### src/rtl/flash_pkg.sv
// Shared types and constants for the SPI flash read arbiter.
// Frame layout: 8-bit command, 24-bit address, 32 data bits, MSB first on the wire.
package flash_pkg;

    typedef enum logic [1:0] {
        IDLE  = 2'd0,
        SHIFT = 2'd1,
        DONE  = 2'd2,
        WAKE  = 2'd3
    } state_t;

    localparam logic [7:0] CMD_READ   = 8'h03;
    localparam logic [7:0] CMD_WAKE   = 8'hAB;
    localparam int         FRAME_BITS = 64;

    // Flash returns the lowest-addressed byte first; the CPU wants it in bits [7:0].
    function automatic logic [31:0] bswap32(input logic [31:0] w);
        return {w[7:0], w[15:8], w[23:16], w[31:24]};
    endfunction

endpackage

### src/rtl/flash_rr_arb.sv
// Two-way round-robin grant; combinational grant, pointer registered when accept is high.
// Reset leaves the pointer at "port 1 served last" so port 0 wins the first tie.
module flash_rr_arb (
    input  logic CLK_CPU,
    input  logic resetn,
    input  logic req0,
    input  logic req1,
    input  logic accept,
    output logic gnt_id,
    output logic gnt_vld
);

    logic last;

    assign gnt_vld = req0 | req1;
    assign gnt_id  = (req0 && req1) ? ~last : req1;

    always_ff @(posedge CLK_CPU or negedge resetn) begin
        if (!resetn) begin
            last <= 1'b1;
        end else if (accept && gnt_vld) begin
            last <= gnt_id;
        end
    end

endmodule

### src/rtl/flash_read_arbiter.sv
// Shares one SPI flash (mode 0 READ 0x03, one LE word per frame) between fetch port 0 and load port 1, round-robin.
// Ack 129 cycles after grant at SCK_HALF=1, requesters hold req until ack; FLASH_WAKEUP_EN adds a 0xAB wakeup after reset.
module flash_read_arbiter
    import flash_pkg::*;
#(
    parameter logic [23:0] ADDR_OFFSET = 24'h050000,
    parameter int          SCK_HALF    = 1,
    parameter int          WAKE_WAIT   = 64
) (
    input  logic        CLK_CPU,
    input  logic        resetn,
    input  logic        req0,
    input  logic [23:0] addr0,
    output logic        ack0,
    input  logic        req1,
    input  logic [23:0] addr1,
    output logic        ack1,
    output logic [31:0] rdata,
    output logic        busy,
    output logic        SPI_CS,
    output logic        SPI_SCK,
    output logic        SPI_SI,
    input  logic        SPI_SO
);

    localparam int HW = (SCK_HALF > 1) ? $clog2(SCK_HALF) : 1;
    // One counter serves both the bit index and the wakeup hold time.
    localparam int CW = (WAKE_WAIT > 63) ? $clog2(WAKE_WAIT + 1) : 6;
    localparam logic [HW-1:0] HALF_LAST = HW'(SCK_HALF - 1);

    state_t        state;
    logic [63:0]   tx;
    logic [31:0]   rx;
    logic [HW-1:0] half_cnt;
    logic          high_ph;
    logic [CW-1:0] cnt;
    logic          owner;
    logic          gnt_id;
    logic          gnt_vld;
    logic          idle;
    logic          bit_end;
    logic [31:0]   rx_nxt;
    logic [23:0]   sel_addr;
`ifdef FLASH_WAKEUP_EN
    logic          wake_wait;
`endif

    assign idle     = (state == IDLE);
    assign bit_end  = high_ph && (half_cnt == HALF_LAST);
    assign rx_nxt   = {rx[30:0], SPI_SO};
    assign sel_addr = gnt_id ? addr1 : addr0;

    flash_rr_arb u_arb (
        .CLK_CPU (CLK_CPU),
        .resetn  (resetn),
        .req0    (req0),
        .req1    (req1),
        .accept  (idle),
        .gnt_id  (gnt_id),
        .gnt_vld (gnt_vld)
    );

    always_ff @(posedge CLK_CPU or negedge resetn) begin
        if (!resetn) begin
            state    <= `ifdef FLASH_WAKEUP_EN WAKE `else IDLE `endif ;
`ifdef FLASH_WAKEUP_EN
            tx        <= {CMD_WAKE, 56'd0};
            wake_wait <= 1'b0;
`else
            tx        <= '0;
`endif
            rx       <= '0;
            half_cnt <= '0;
            high_ph  <= 1'b0;
            cnt      <= '0;
            owner    <= 1'b0;
            ack0     <= 1'b0;
            ack1     <= 1'b0;
            rdata    <= '0;
            busy     <= 1'b0;
            SPI_CS   <= 1'b1;
            SPI_SCK  <= 1'b0;
            SPI_SI   <= 1'b0;
        end else begin
            ack0 <= 1'b0;
            ack1 <= 1'b0;

            // CS is low only while a frame is on the wire, so it gates the bit engine.
            if (!SPI_CS) begin
                if (half_cnt != HALF_LAST) begin
                    half_cnt <= half_cnt + HW'(1);
                end else begin
                    half_cnt <= '0;
                    high_ph  <= ~high_ph;
                    SPI_SCK  <= ~high_ph;
                    if (high_ph) begin
                        rx     <= rx_nxt;
                        tx     <= {tx[62:0], 1'b0};
                        SPI_SI <= tx[62];
                        cnt    <= cnt + CW'(1);
                    end
                end
            end

            case (state)
                IDLE: begin
                    if (gnt_vld) begin
                        state    <= SHIFT;
                        busy     <= 1'b1;
                        owner    <= gnt_id;
                        tx       <= {CMD_READ, sel_addr + ADDR_OFFSET, 32'd0};
                        cnt      <= '0;
                        half_cnt <= '0;
                        high_ph  <= 1'b0;
                        SPI_CS   <= 1'b0;
                        SPI_SCK  <= 1'b0;
                        SPI_SI   <= CMD_READ[7];
                    end
                end
                SHIFT: begin
                    if (bit_end && cnt == CW'(FRAME_BITS - 1)) begin
                        state  <= DONE;
                        SPI_CS <= 1'b1;
                        SPI_SI <= 1'b0;
                        rdata  <= bswap32(rx_nxt);
                        ack0   <= ~owner;
                        ack1   <= owner;
                    end
                end
                DONE: begin
                    state <= IDLE;
                    busy  <= 1'b0;
                end
`ifdef FLASH_WAKEUP_EN
                WAKE: begin
                    busy <= 1'b1;
                    if (wake_wait) begin
                        if (cnt == CW'(WAKE_WAIT - 1)) begin
                            state <= IDLE;
                            busy  <= 1'b0;
                        end else begin
                            cnt <= cnt + CW'(1);
                        end
                    end else if (SPI_CS) begin
                        SPI_CS <= 1'b0;
                        SPI_SI <= tx[63];
                    end else if (bit_end && cnt == CW'(7)) begin
                        SPI_CS    <= 1'b1;
                        SPI_SI    <= 1'b0;
                        wake_wait <= 1'b1;
                        cnt       <= '0;
                    end
                end
`endif
                default: state <= IDLE;
            endcase
        end
    end

endmodule

### config.mk
export PLATFORM = sky130hd
export DESIGN_NAME = flash_read_arbiter
export DESIGN_NICKNAME = d
export VERILOG_FILES = /design/src/rtl/flash_pkg.sv /design/src/rtl/flash_rr_arb.sv /design/src/rtl/flash_read_arbiter.sv
export SDC_FILE = /design/constraint.sdc
export NUM_CORES = 1
export LEC_CHECK = 0
export CORE_MARGIN = 10
export CORE_UTILIZATION = 49
export DETAILED_ROUTE_END_ITERATION = 8
export GPL_TIMING_DRIVEN = 0
export PLACE_DENSITY = 0.83
export SLEW_MARGIN = 20
export SYNTH_ARGS = -nofsm -noshare
export SYNTH_HDL_FRONTEND = slang
export SYNTH_SLANG_ARGS = --single-unit
### constraint.sdc
create_clock -name CLK_CPU -period 2.5 [get_ports CLK_CPU]
set_input_delay 0.5 -clock CLK_CPU [delete_from_list [all_inputs] [get_ports CLK_CPU]]
set_output_delay 0.5 -clock CLK_CPU [all_outputs]
set_load 0.01 [all_outputs]
* Yosys cells after proc, flatten, opt, wreduce, memory -nomap -nowiden
Cells that the tools add are included.
Cells by class: bitwise logic cells 6, equality and inequality tests 5, reductions and logical operators 13, $add $sub $neg 3, muxes and demuxes 42
Operators with widths (count):
- $mux W64 | 5
- $mux W7 | 5
- $mux W1 | 25
- $add A24 B19 Y24 const B | 1
- $mux W24 | 1
- $reduce_and A2 Y1 | 4
- $add A7 B1 Y7 const B | 1
- $eq A7 B6 Y1 const B | 1
- $pmux W1 S2 | 3
- $reduce_and A3 Y1 | 2
- $not A1 Y1 | 5
- $logic_and A1 B1 Y1 | 4
- $mux W2 | 2
- $ne A2 B2 Y1 const B | 2
- $pmux W2 S2 | 1
- $reduce_bool A2 Y1 | 2
- $eq A2 B1 Y1 const B | 1
- $eq A2 B2 Y1 const B | 1
- $logic_not A2 Y1 | 1
- $add A1 B1 Y1 const B | 1
- $or A1 B1 Y1 | 1
Word-level totals: logic and storage cells 84, input port bits 53, bits in registers 146

* Depth between registers and ports, before layout
word-level depth 6, mapped depth 11

* Cells and area by module
From an unflattened synthesis, not the netlist that was laid out.
Second synthesis, totals: cells, all modules 615, area total of the unflattened synthesis 6187.2 µm²
Modules (own cells, without submodules):
- flash_read_arbiter | sequential area each 3604.7 µm², area an instance 6135.9 µm², instances 1, cells each 610
- flash_rr_arb | sequential area each 26.3 µm², area an instance 51.3 µm², instances 1, cells each 5

* Worst setup path after synthesis
No wires, ideal clock.
kind input port to flip-flop, start input req1, end register tx[54], data required time 2.396 ns, slack 0.093 ns, cell stages on the path 10, buffers on the path 1, data arrival time 2.303 ns, path through a21boi_1 -> clkbuf_1 -> nand2_1 -> nand2_1 -> ha_1 -> nor2_1 -> mux2i_1 -> nand4_1 -> xor2_1 -> a221oi_1
Between the ends: word-level cells in the longest chain between the ends 6, elaborated cells on any way between the ends 7, those cells by class 1 x add/sub; 4 x mux; 1 x bitwise; 1 x reduce/logical
Ends and longest elaborated chain:
- start, declared | RTL line flash_read_arbiter.sv:15 | input logic req1,
- $logic_and A1 B1 Y1 | RTL line flash_rr_arb.sv:16 | assign gnt_id = (req0 && req1) ? ~last : req1;
- $mux W1 | RTL line flash_rr_arb.sv:16
- $mux W24 | RTL line flash_read_arbiter.sv:51 | assign sel_addr = gnt_id ? addr1 : addr0;
- $add A24 B19 Y24 | RTL line flash_read_arbiter.sv:111 | tx <= {CMD_READ, sel_addr + ADDR_OFFSET, 32'd0};
- $mux W64 (*) | RTL line flash_read_arbiter.sv:107 | if (gnt_vld) begin
- $mux W64 (*) | RTL line flash_read_arbiter.sv:105 | case (state)
- end signal, assigned | RTL line flash_read_arbiter.sv:98 | tx <= {tx[62:0], 1'b0};
- end signal, assigned | RTL line flash_read_arbiter.sv:111
- end, declared | RTL line flash_read_arbiter.sv:32 | logic [63:0] tx;
Every way passes the cells marked *; elsewhere a longest branch is shown, timed or not. A chain may end at the register's enable or synchronous reset.

* Worst setup path after layout
Ends and elaborated chain as after synthesis.

==> flow_summary.json <==
{
  "setup_tns_ns": 0,
  "design_area_sq_mm": 0.007994,
  "worst_slew_pin_slew_ns": 0.7645,
  "overflow": 0,
  "drc_errors": 0,
  "synthTopCellsByArea": "dfrtp_1, nand2_1, mux2_2",
  "end_kind": "flip-flop",
  "drtIter0Drc": 381,
  "cts_made_buffers": 17,
  "yosysUniqueCellTypes": 38,
  "layout_commonest_cell": "nand2_1",
  "hold_viol_final": 0,
  "post-route-min-period_ns": 2.386,
  "antenna_cells": 0,
  "syn_inst": 652,
  "dp_hpwl_um": 10110,
  "wire_per_inst_um": 15.63,
  "htree_levels": 4,
  "dieArea_sq_mm": 0.01756,
  "ant_nets": 0,
  "maxSlewViolCount": 0,
  "cap_violations": 0,
  "layout_common_cells": "nand2_1, dfrtp_1, clkdlybuf4s50_1",
  "cts_tree": "yes",
  "placed_cells": 915,
  "syn-num-nets": 708,
  "initial_core_util_pct": 49.56,
  "yosys.area.top_type": "dfrtp_1",
  "cpMostUsedCell": "nand2_1",
  "yosysSeqAreaShare_pct": 58.53,
  "firstDrtPassIters": 5,
  "grtUsageTotal_pct": 17.21,
  "place.gp.congestion": 0.8431,
  "clk_path_buf_depth": 2,
  "syn2layout_area_growth_pct": 28.86,
  "setup_violations": 0,
  "arrival_ns": 2.69,
  "required_ns": 2.81,
  "clk_pin_slew_ns": 0.06,
  "die_h_um": 132.5,
  "fin_ws_ns": 0.1145,
  "min_period_over_period_pct": 95.42,
  "die_w_um": 132.5,
  "yosysWarnings": 0,
  "skew_ns": 0.004536,
  "placedInstanceArea_sq_mm": 0.007352,
  "leakage_uw": 0.003816,
  "drive_gt1_share_pct": 11.04,
  "netlist.area_leader.share_pct": 57.68,
  "dp_slack_ns": -1.028,
  "cpPeakStageDelay_ns": 0.49,
  "layout.cells.non_filler": 951,
  "post-route-util_pct": 63.86,
  "crit_fanout": 10,
  "nets": 822,
  "grt_pass1_vias": 5216,
  "cp_top_family": "buffers and inverters",
  "hold_path.class": "primary input to asynchronous set/reset pin",
  "cellPowerDensity_mw_per_mm2": 1019,
  "ios": 91,
  "status": "completed",
  "grt_max_degree": 91,
  "numPortBuffers": 90,
  "synth_area_sq_mm": 0.006203,
  "slew_headroom_pct": 48.65,
  "clock_latency_ns": 0.41,
  "path_cells": "clkdlybuf4s50_1, a21boi_4, clkbuf_8, nand2_1, nand2_1, ha_2, nor2_1, mux2i_2, nand4_1, xor2_1, a221oi_1",
  "cp_num_buf_inv": 2,
  "grt_pass1_wl_um": 25340,
  "crit_path_start_kind": "primary input",
  "antenna_found_initial": 0,
  "avgSynthCellArea_sq_um": 9.514,
  "vias": 5019,
  "vdd_drop_max_v": 0.0005461,
  "crit_slowest_cell": "clkdlybuf4s50_1",
  "root_buffer": "clkbuf_16",
  "vias_per_cell": 5.278,
  "ys_ff_latch": 145,
  "rows": 41,
  "cts.sinks": 145,
  "path_class": "primary input to flip-flop",
  "wl_um": 14860,
  "coreArea_sq_mm": 0.01252,
  "timing.fmax_mhz": 419.2
}
==> path summary, 6_finish.rpt <==
check,from,depth (start not counted),slack [ns],to
min in group CLK_CPU,owner,1,0.46,ack0
worst max register to register,u_arb.last,10,0.36,tx[54]
max in group asynchronous,resetn,2,1.71,SPI_CS
worst max-delay path,req1,11,0.11,tx[54]
worst min-delay path,resetn,1,0.008,tx[10]
worst min register to register,owner,1,0.46,ack0
==> synthesized netlist by cell type (all sizes together) <==
cell type / count
a211oi: 1
a21bo: 1
a21boi: 1
a21o: 3
a21oi: 47
a221oi: 1
a31o: 1
a31oi: 20
a32oi: 1
and2: 3
and3: 22
buf: 19
clkbuf: 21
dfrtp: 143
dfstp: 2
ha: 3
inv: 2
mux2: 32
mux2i: 5
nand2: 267
nand3: 3
nand3b: 1
nand4: 5
nor2: 20
nor2b: 2
nor3: 5
nor3b: 1
nor4: 1
o211ai: 1
o21ai: 4
o31ai: 1
or3: 3
xnor2: 4
xor2: 6
==> cell type report <==
class	instances	area, sq um
fill	984	4523
sequential	145	3631
multi-input combinational	465	2407
timing repair buffer	97	980.9
clock buffer	24	491.7
tap	172	215.2
buffer	38	182.7
clock inverter	8	77.57
inverter	2	7.507
==> sequential cells by signal, indices dropped and copies added (netlist names), 2 cells and up <==
register / count
rx: 31
state: 2
tx: 63
rdata: 32
cnt: 7
==> through the flow <==
stage          total power [uW]  hold WS, ns
5_1_grt                    8669      0.03033
3_3_place_gp               5521       0.4278
3_5_place_dp               5663       0.4524
2_1_floorplan              4841       0.2044
6_report                   8148     0.008475
4_1_cts                    8141      0.02333
==> worst reg2reg max path, cell delays in order (launching register included) <==
cell and delay (ns):
dfstp_2 0.39, a21boi_4 0.17, clkbuf_8 0.20, nand2_1 0.08
nand2_1 0.07, ha_2 0.20, nor2_1 0.08, mux2i_2 0.25
nand4_1 0.16, xor2_1 0.16, a221oi_1 0.29
==> kinds of logic after synthesis <==
kind of cell / count (synthesis) / share of synthesized area (%)
AND/OR/NAND/NOR: 333 / 22.23
adder cells (fa/ha/maj): 3 / 0.6051
flip-flops: 145 / 58.53
multiplexers: 37 / 6.616
XOR/XNOR: 10 / 1.412
AO/OA/AOI/OAI: 82 / 7.564
buffers and inverters: 42 / 3.046
==> power by group <==
| group | internal (uW) | switching (uW) |
|---|---|---|
| sequential | 2970 | 418 |
| clock | 1470 | 948 |
| combinational | 868 | 1470 |
==> repair_timing <==
item                                    CTS  global route
endpoints found under the setup margin    3             3
resized for setup                         6             3
setup buffers                             2             4
hold buffers                              0             0
pin swaps                                 0             2
==> per-layer routing <==
layer	up-vias	track usage, %	routed length [um]	share of wire, %
li1	2379	-	-	-
met4	0	5.318	276	1.9
met3	29	5.678	923	6.2
met2	156	27.61	7127	48
met5	-	0	0	0
met1	2455	21.57	6536	44
No activity file was read; power rests on OpenSTA's default activity.
==> variant 1: new RTL, same flow settings <==
The option `FLASH_WAKEUP_EN` is turned on by a define.
--- a/src/rtl/flash_read_arbiter.sv
+++ b/src/rtl/flash_read_arbiter.sv
@@ -1,5 +1,7 @@
 // Shares one SPI flash (mode 0 READ 0x03, one LE word per frame) between fetch port 0 and load port 1, round-robin.
 // Ack 129 cycles after grant at SCK_HALF=1, requesters hold req until ack; FLASH_WAKEUP_EN adds a 0xAB wakeup after reset.
+`define FLASH_WAKEUP_EN
+
 module flash_read_arbiter
     import flash_pkg::*;
 #(
Check against the original RTL: not equivalent (Yosys sat finds a counterexample within 4 cycles, from zero or initial values and one cycle with resetn low).
==> variant 1 against the original RTL <==
- the flow now finishes with violations (hold timing)
- highest routed layer unchanged
- final area is 5.2% higher
- routed wire length increased by 2.4%
- largest cell class unchanged
- sequential cell count grew 2
- sequential share of layout area fell by 1.6 points
- worst setup slack better by 0.091 ns
- total power shrank 8.6%
- utilization decreased by 0.59 points
- global-route usage fell by 0.43 points
- synthesized area grew 7.7%
==> variant 1: results (changes against the original RTL) <==
grt_max_degree: 85  # was 91
r2r-start: "state[0]$_DFFE_PN1P_"  # was u_arb.last$_DFFE_PN1P_
drt-initial-drc-count: 423  # was 381
slowest_stage: "clkdlybuf4s50_1"  # unchanged
cpPeakStageDelay_ns: 0.54  # was 0.49 ns
hold_viol: 2  # was 0
grt_use_met2_pct: 27.5  # was 27.6%
fillers: 1064  # was 984
nets: 886  # was 822
r2r_cells: 8  # was 10
routed_wl_mm: 15.2  # was 14.9 mm
ir_drop_mv: 0.504  # was 0.546 mV
use_met3_pct: 5.13  # was 5.68%
drive_gt1_share_pct: 11.7  # was 11.0%
post-route-util_pct: 63.3  # was 63.9%
synthDistinctLibCells: 56  # was 38
dp.cells: 980  # was 915
vias: 5419  # was 5019
fin_skew_ns: 0.00687  # was 0.00454 ns
synthTopCellsByArea: "dfrtp_1 (52%), nand2_1 (15%), mux2_2 (6.1%), a21oi_1 (3.8%), dfstp_2 (3.5%)"  # was dfrtp_1 (58%), nand2_1 (16%), mux2_2 (5.4%), a21oi_1 (3.8%), and3_1 (2.2%)
status: "complete, but fails checks"  # was finished, final reports clean
hold_ws_ns: -0.00750  # was 0.00848 ns
violations: "hold timing"
worstSetupStartpoint: "req1"  # unchanged
post_dp_cell_area_mm2: 0.00783  # was 0.00735 mm2
largest_reg_flops: 64  # was 63
yosysSeqAreaShare_pct: 55.2  # was 58.5%
arrival_ns: 2.61  # was 2.69 ns
grtUsageTotal_pct: 16.8  # was 17.2%
instances_no_fill: 1013  # was 951
intPower_uw: 4900  # was 5310 uW
synth_warnings: 0  # unchanged
synth_nets: 775  # was 708
leakage_uw: 0.00392  # was 0.00382 uW
worst-slew-pin-transition_ns: 0.655  # was 0.765 ns
port_buffers: 90  # unchanged
yosys-top-cells-count: "nand2_1 (273), dfrtp_1 (138), a21oi_1 (51), mux2_2 (36), a31oi_1 (24)"  # was nand2_1 (267), dfrtp_1 (143), a21oi_1 (47), mux2_2 (30), and3_1 (22)
root_buffer: "clkbuf_16"  # unchanged
clkLatencyLatePin_ns: 0.43  # was 0.41 ns
syn_area_per_cell_um2: 9.37  # was 9.51 um2
use_met1_pct: 20.5  # was 21.6%
dp_hpwl_mm: 10.6  # was 10.1 mm
async_flop_share_pct: 100  # unchanged
grt_first_pass_wirelength_mm: 25.4  # was 25.3 mm
top_regs: "tx (64), rdata (32), rx (31)"  # was tx (63), rdata (32), rx (31)
globalplace.congestion: 0.889  # was 0.843
-- variant 1: cell count changes in the layout (fill, tap and decap cells not counted), sizes merged, moves of 5 or more --
| cell | change |
|---|---|
| dfrtp | -5 |
| dfstp | +7 |
| ha | +6 |
| inv | +9 |
| mux2 | +5 |
| nand2 | +6 |
| nand3 | +7 |
| nor2 | -5 |
| o21ai | +6 |
| xor2 | -5 |
-- variant 1: logic make-up (layout without fill, tap and decap cells) --
kind of cell | after synthesis | count (layout) | synth area share, %
flip-flops | 147 | 147 | 55.2
multiplexers | 42 | 42 | 7.04
AO/OA/AOI/OAI | 108 | 108 | 9.65
AND/OR/NAND/NOR | 347 | 347 | 21.9
XOR/XNOR | 6 | 6 | 0.787
adder cells (fa/ha/maj) | 9 | 9 | 1.69
buffers and inverters | 54 | 178 | 3.65
-- variant 1: power groups by stage --
stage / combinational, uW / clock, uW / sequential (uW)
detailed placement: 1980 / 0 / 3090
global placement: 1930 / 0 / 3080
global route: 2290 / 2500 / 3120
floorplan: 1390 / 0 / 3030
finish: 2020 / 2360 / 3080
CTS: 2010 / 2380 / 3070
-- variant 1: final timing paths --
kind                                         end  slack (ns)
worst max-delay path            tx[54]$_DFF_PN0_        0.21
worst min-delay path            tx[32]$_DFF_PN0_      -0.007
worst max register to register  tx[23]$_DFF_PN0_        0.23
worst min register to register    ack0$_DFF_PN0_        0.43
max in group asynchronous       tx[57]$_DFF_PN1_        1.73
min in group CLK_CPU              ack0$_DFF_PN0_        0.43
-- variant 1: per-layer routing --
layer  share of wire, %  vias to the layer above
li1                   -                     2615
met1                 43                     2616
met2                 48                      163
met3                6.8                       25
met4                1.6                        0
met5                  0                        -
-- variant 1: final cells by class --
cell class              instances  share of cell area (%)
multi-input cells             512                    32.8
clock inverters                 9                   0.892
well taps                     176                    2.62
inverters                      11                   0.491
clock buffers                  23                    5.68
repair buffers                 93                    11.3
flip-flops and latches        147                    43.9
plain buffers                  42                    2.42
-- variant 1: stage by stage --
| step | hold WS (ns) | setup WS (ns) |
|---|---|---|
| floorplan | 0.204 | 0.192 |
| global placement | 0.424 | -4.80 |
| detailed placement | 0.425 | -0.844 |
| CTS | 0.0139 | 0.0135 |
| global route | 0.0212 | 0.0314 |
| finish | -0.00750 | 0.205 |
-- variant 1: timing repair --
item,CTS,global route
setup endpoints to repair,2,41
gates cloned,0,0
resized for setup,3,4
setup buffers,0,2
==> variant 2: new RTL, same flow settings <==
Made on the original files. Re-encode `state_t` (4 states) as Gray code, 2 bits wide.
--- a/src/rtl/flash_pkg.sv
+++ b/src/rtl/flash_pkg.sv
@@ -3,10 +3,10 @@
 package flash_pkg;
 
     typedef enum logic [1:0] {
-        IDLE  = 2'd0,
-        SHIFT = 2'd1,
-        DONE  = 2'd2,
-        WAKE  = 2'd3
+        IDLE  = 2'b00,
+        SHIFT = 2'b01,
+        DONE  = 2'b11,
+        WAKE  = 2'b10
     } state_t;
 
     localparam logic [7:0] CMD_READ   = 8'h03;
Function: same outputs for any inputs over 10 cycles, from zero or initial values and one cycle with resetn low; not proved beyond that.
==> variant 2 against the original RTL <==
- synthesized area rose by 0.67%
- sequential share of layout area fell by 0.30 points
- total power fell by 9.0%
- final cell count fell by 0.21%
- combinational power fell by 33%
- clock skew rose by 0.016 ns
- via count rose by 1.2%
- routed wire length fell by 0.23%
- sequential cell count did not move
- worst setup slack improved by 0.031 ns
- worst hold slack improved by 0.46 ns
- non-clock buffer count fell by 1
- final area rose by 0.66%
- critical endpoint unchanged
==> variant 2: results (changes against the original RTL) <==
status: "finished, final reports clean"  # unchanged
rr_endpoint: "tx[54]$_DFF_PN0_"  # unchanged
yosys.area_share.xor_xnor_pct: 1.40  # was 1.41%
rrSetupSlack_ns: 0.35
grt_pass1_vias: 5342  # was 5216
slew_headroom_pct: 61.4  # was 48.6%
dp_slack_ns: -0.574  # was -1.03 ns
drive_gt1_share_pct: 12.9  # was 11.0%
clk_transition_reported_paths_ns: 0.06  # about the same
leakage_uw: 0.00385  # was 0.00382 uW
antenna_cells: 0  # unchanged
muxShareOfSynthArea_pct: 6.57  # was 6.62%
synthDistinctLibCells: 44  # was 38
dp_hpwl_mm: 10.3  # was 10.1 mm
fin_skew_ns: 0.0207  # was 0.00454 ns
ir_drop_mv: 0.495  # was 0.546 mV
yosys-top-cells-count: "nand2_1 (268), dfrtp_1 (143), a21oi_1 (44), mux2_2 (31), and3_1 (22)"  # was nand2_1 (267), dfrtp_1 (143), a21oi_1 (47), mux2_2 (30), and3_1 (22)
grtUsageTotal_pct: 17.2  # about the same
nets: 820  # was 822
cpPeakStageDelay_ns: 0.54  # was 0.49 ns
wl_per_cell_um: 15.6  # about the same
grt_max_degree: 110  # was 91
synth_compound_area_share_pct: 7.99  # was 7.56%
path_delay_family: "buffers and inverters"  # unchanged
synthTopCellsByArea: "dfrtp_1 (57%), nand2_1 (16%), mux2_2 (5.6%), a21oi_1 (3.5%), and3_1 (2.2%)"  # was dfrtp_1 (58%), nand2_1 (16%), mux2_2 (5.4%), a21oi_1 (3.8%), and3_1 (2.2%)
globalplace.congestion: 0.842  # was 0.843
r2r-start: "u_arb.last$_DFFE_PN1P_"  # unchanged
min-delay-start: "owner$_DFFE_PN0P_"
r2r_cells: 8  # was 10
synth_nets: 707  # was 708
fmax_mhz: 425  # was 419 MHz
drt-initial-drc-count: 483  # was 381
async_flop_share_pct: 100  # unchanged
worstSetupStartpoint: "req1"  # unchanged
arrival_ns: 2.64  # was 2.69 ns
vias: 5080  # was 5019
antenna_found_initial: 0  # unchanged
synth_warnings: 0  # unchanged
port_buffers: 90  # unchanged
synthAdderAreaFrac_pct: 0.601  # was 0.605%
hold_class: "flop to flop"  # was input port to async pin
cts_buffers: 17  # unchanged
grt_first_pass_wirelength_mm: 25.6  # was 25.3 mm
crit_fanout: 10  # unchanged
root_buffer: "clkbuf_16"  # unchanged
yosysSeqAreaShare_pct: 58.1  # was 58.5%
whs_endpoint: "ack0$_DFF_PN0_"
clkLatencyLatePin_ns: 0.43  # was 0.41 ns
crit_type: "input port to flop"  # unchanged
ctsHtreeMaxLevel: 4  # unchanged
hold_ws_ns: 0.472  # was 0.00848 ns
==> variant 2: cell types whose count changed in the layout (fill, tap and decap cells not counted), moves of 5 or more <==
cell and delta:
buf_2 +11, clkbuf_1 -11, nor2_1 -8, inv_6 +6, clkbuf_8 -5
==> variant 2: area by class of cell <==
class / count / area, um2
buffer: 39 / 201
tap: 172 / 215
fill: 911 / 4520
clock inverter: 15 / 188
inverter: 1 / 3.75
multi-input combinational: 465 / 2420
sequential: 145 / 3630
clock buffer: 17 / 425
timing repair buffer: 95 / 966
==> variant 2: routing by layer <==
metal | track usage, % | part of all wire [%] | vias up
li1 | - | - | 2385
met1 | 20.1 | 41 | 2506
met2 | 30.1 | 53 | 162
met3 | 4.01 | 4.3 | 27
met4 | 6.48 | 1.8 | 0
met5 | 0 | 0 | -
==> variant 2: kinds of logic after synthesis <==
| family | count (synthesis) |
|---|---|
| adder cells (fa/ha/maj) | 3 |
| buffers and inverters | 41 |
| multiplexers | 37 |
| flip-flops | 145 |
| AND/OR/NAND/NOR | 330 |
| AO/OA/AOI/OAI | 85 |
| XOR/XNOR | 10 |
==> variant 2: power by group <==
part,leakage [uW],internal [uW],switching (uW)
combinational,0.00162,615,959
sequential,0.00193,2870,371
clock,0.000299,1520,1090
total,0.00385,5000,2410
==> variant 2: timing repair <==
action | 4_1_cts | 5_1_grt
cloned | 0 | 0
setup buffers | 0 | 3
hold buffers | 1 | 0
endpoints found under the setup margin | 2 | 2
gates resized for setup | 2 | 1
endpoints found under the hold margin | 36 | 0
==> variant 2: per-stage QoR <==
step                instances  TNS, ns  cell area [um2]
floorplan                 651        0             6240
global placement          913  -636.17             7360
detailed placement        914    -1.31             7390
CTS                       947        0             8030
global route              949        0             8050
finish                    949        0             8050
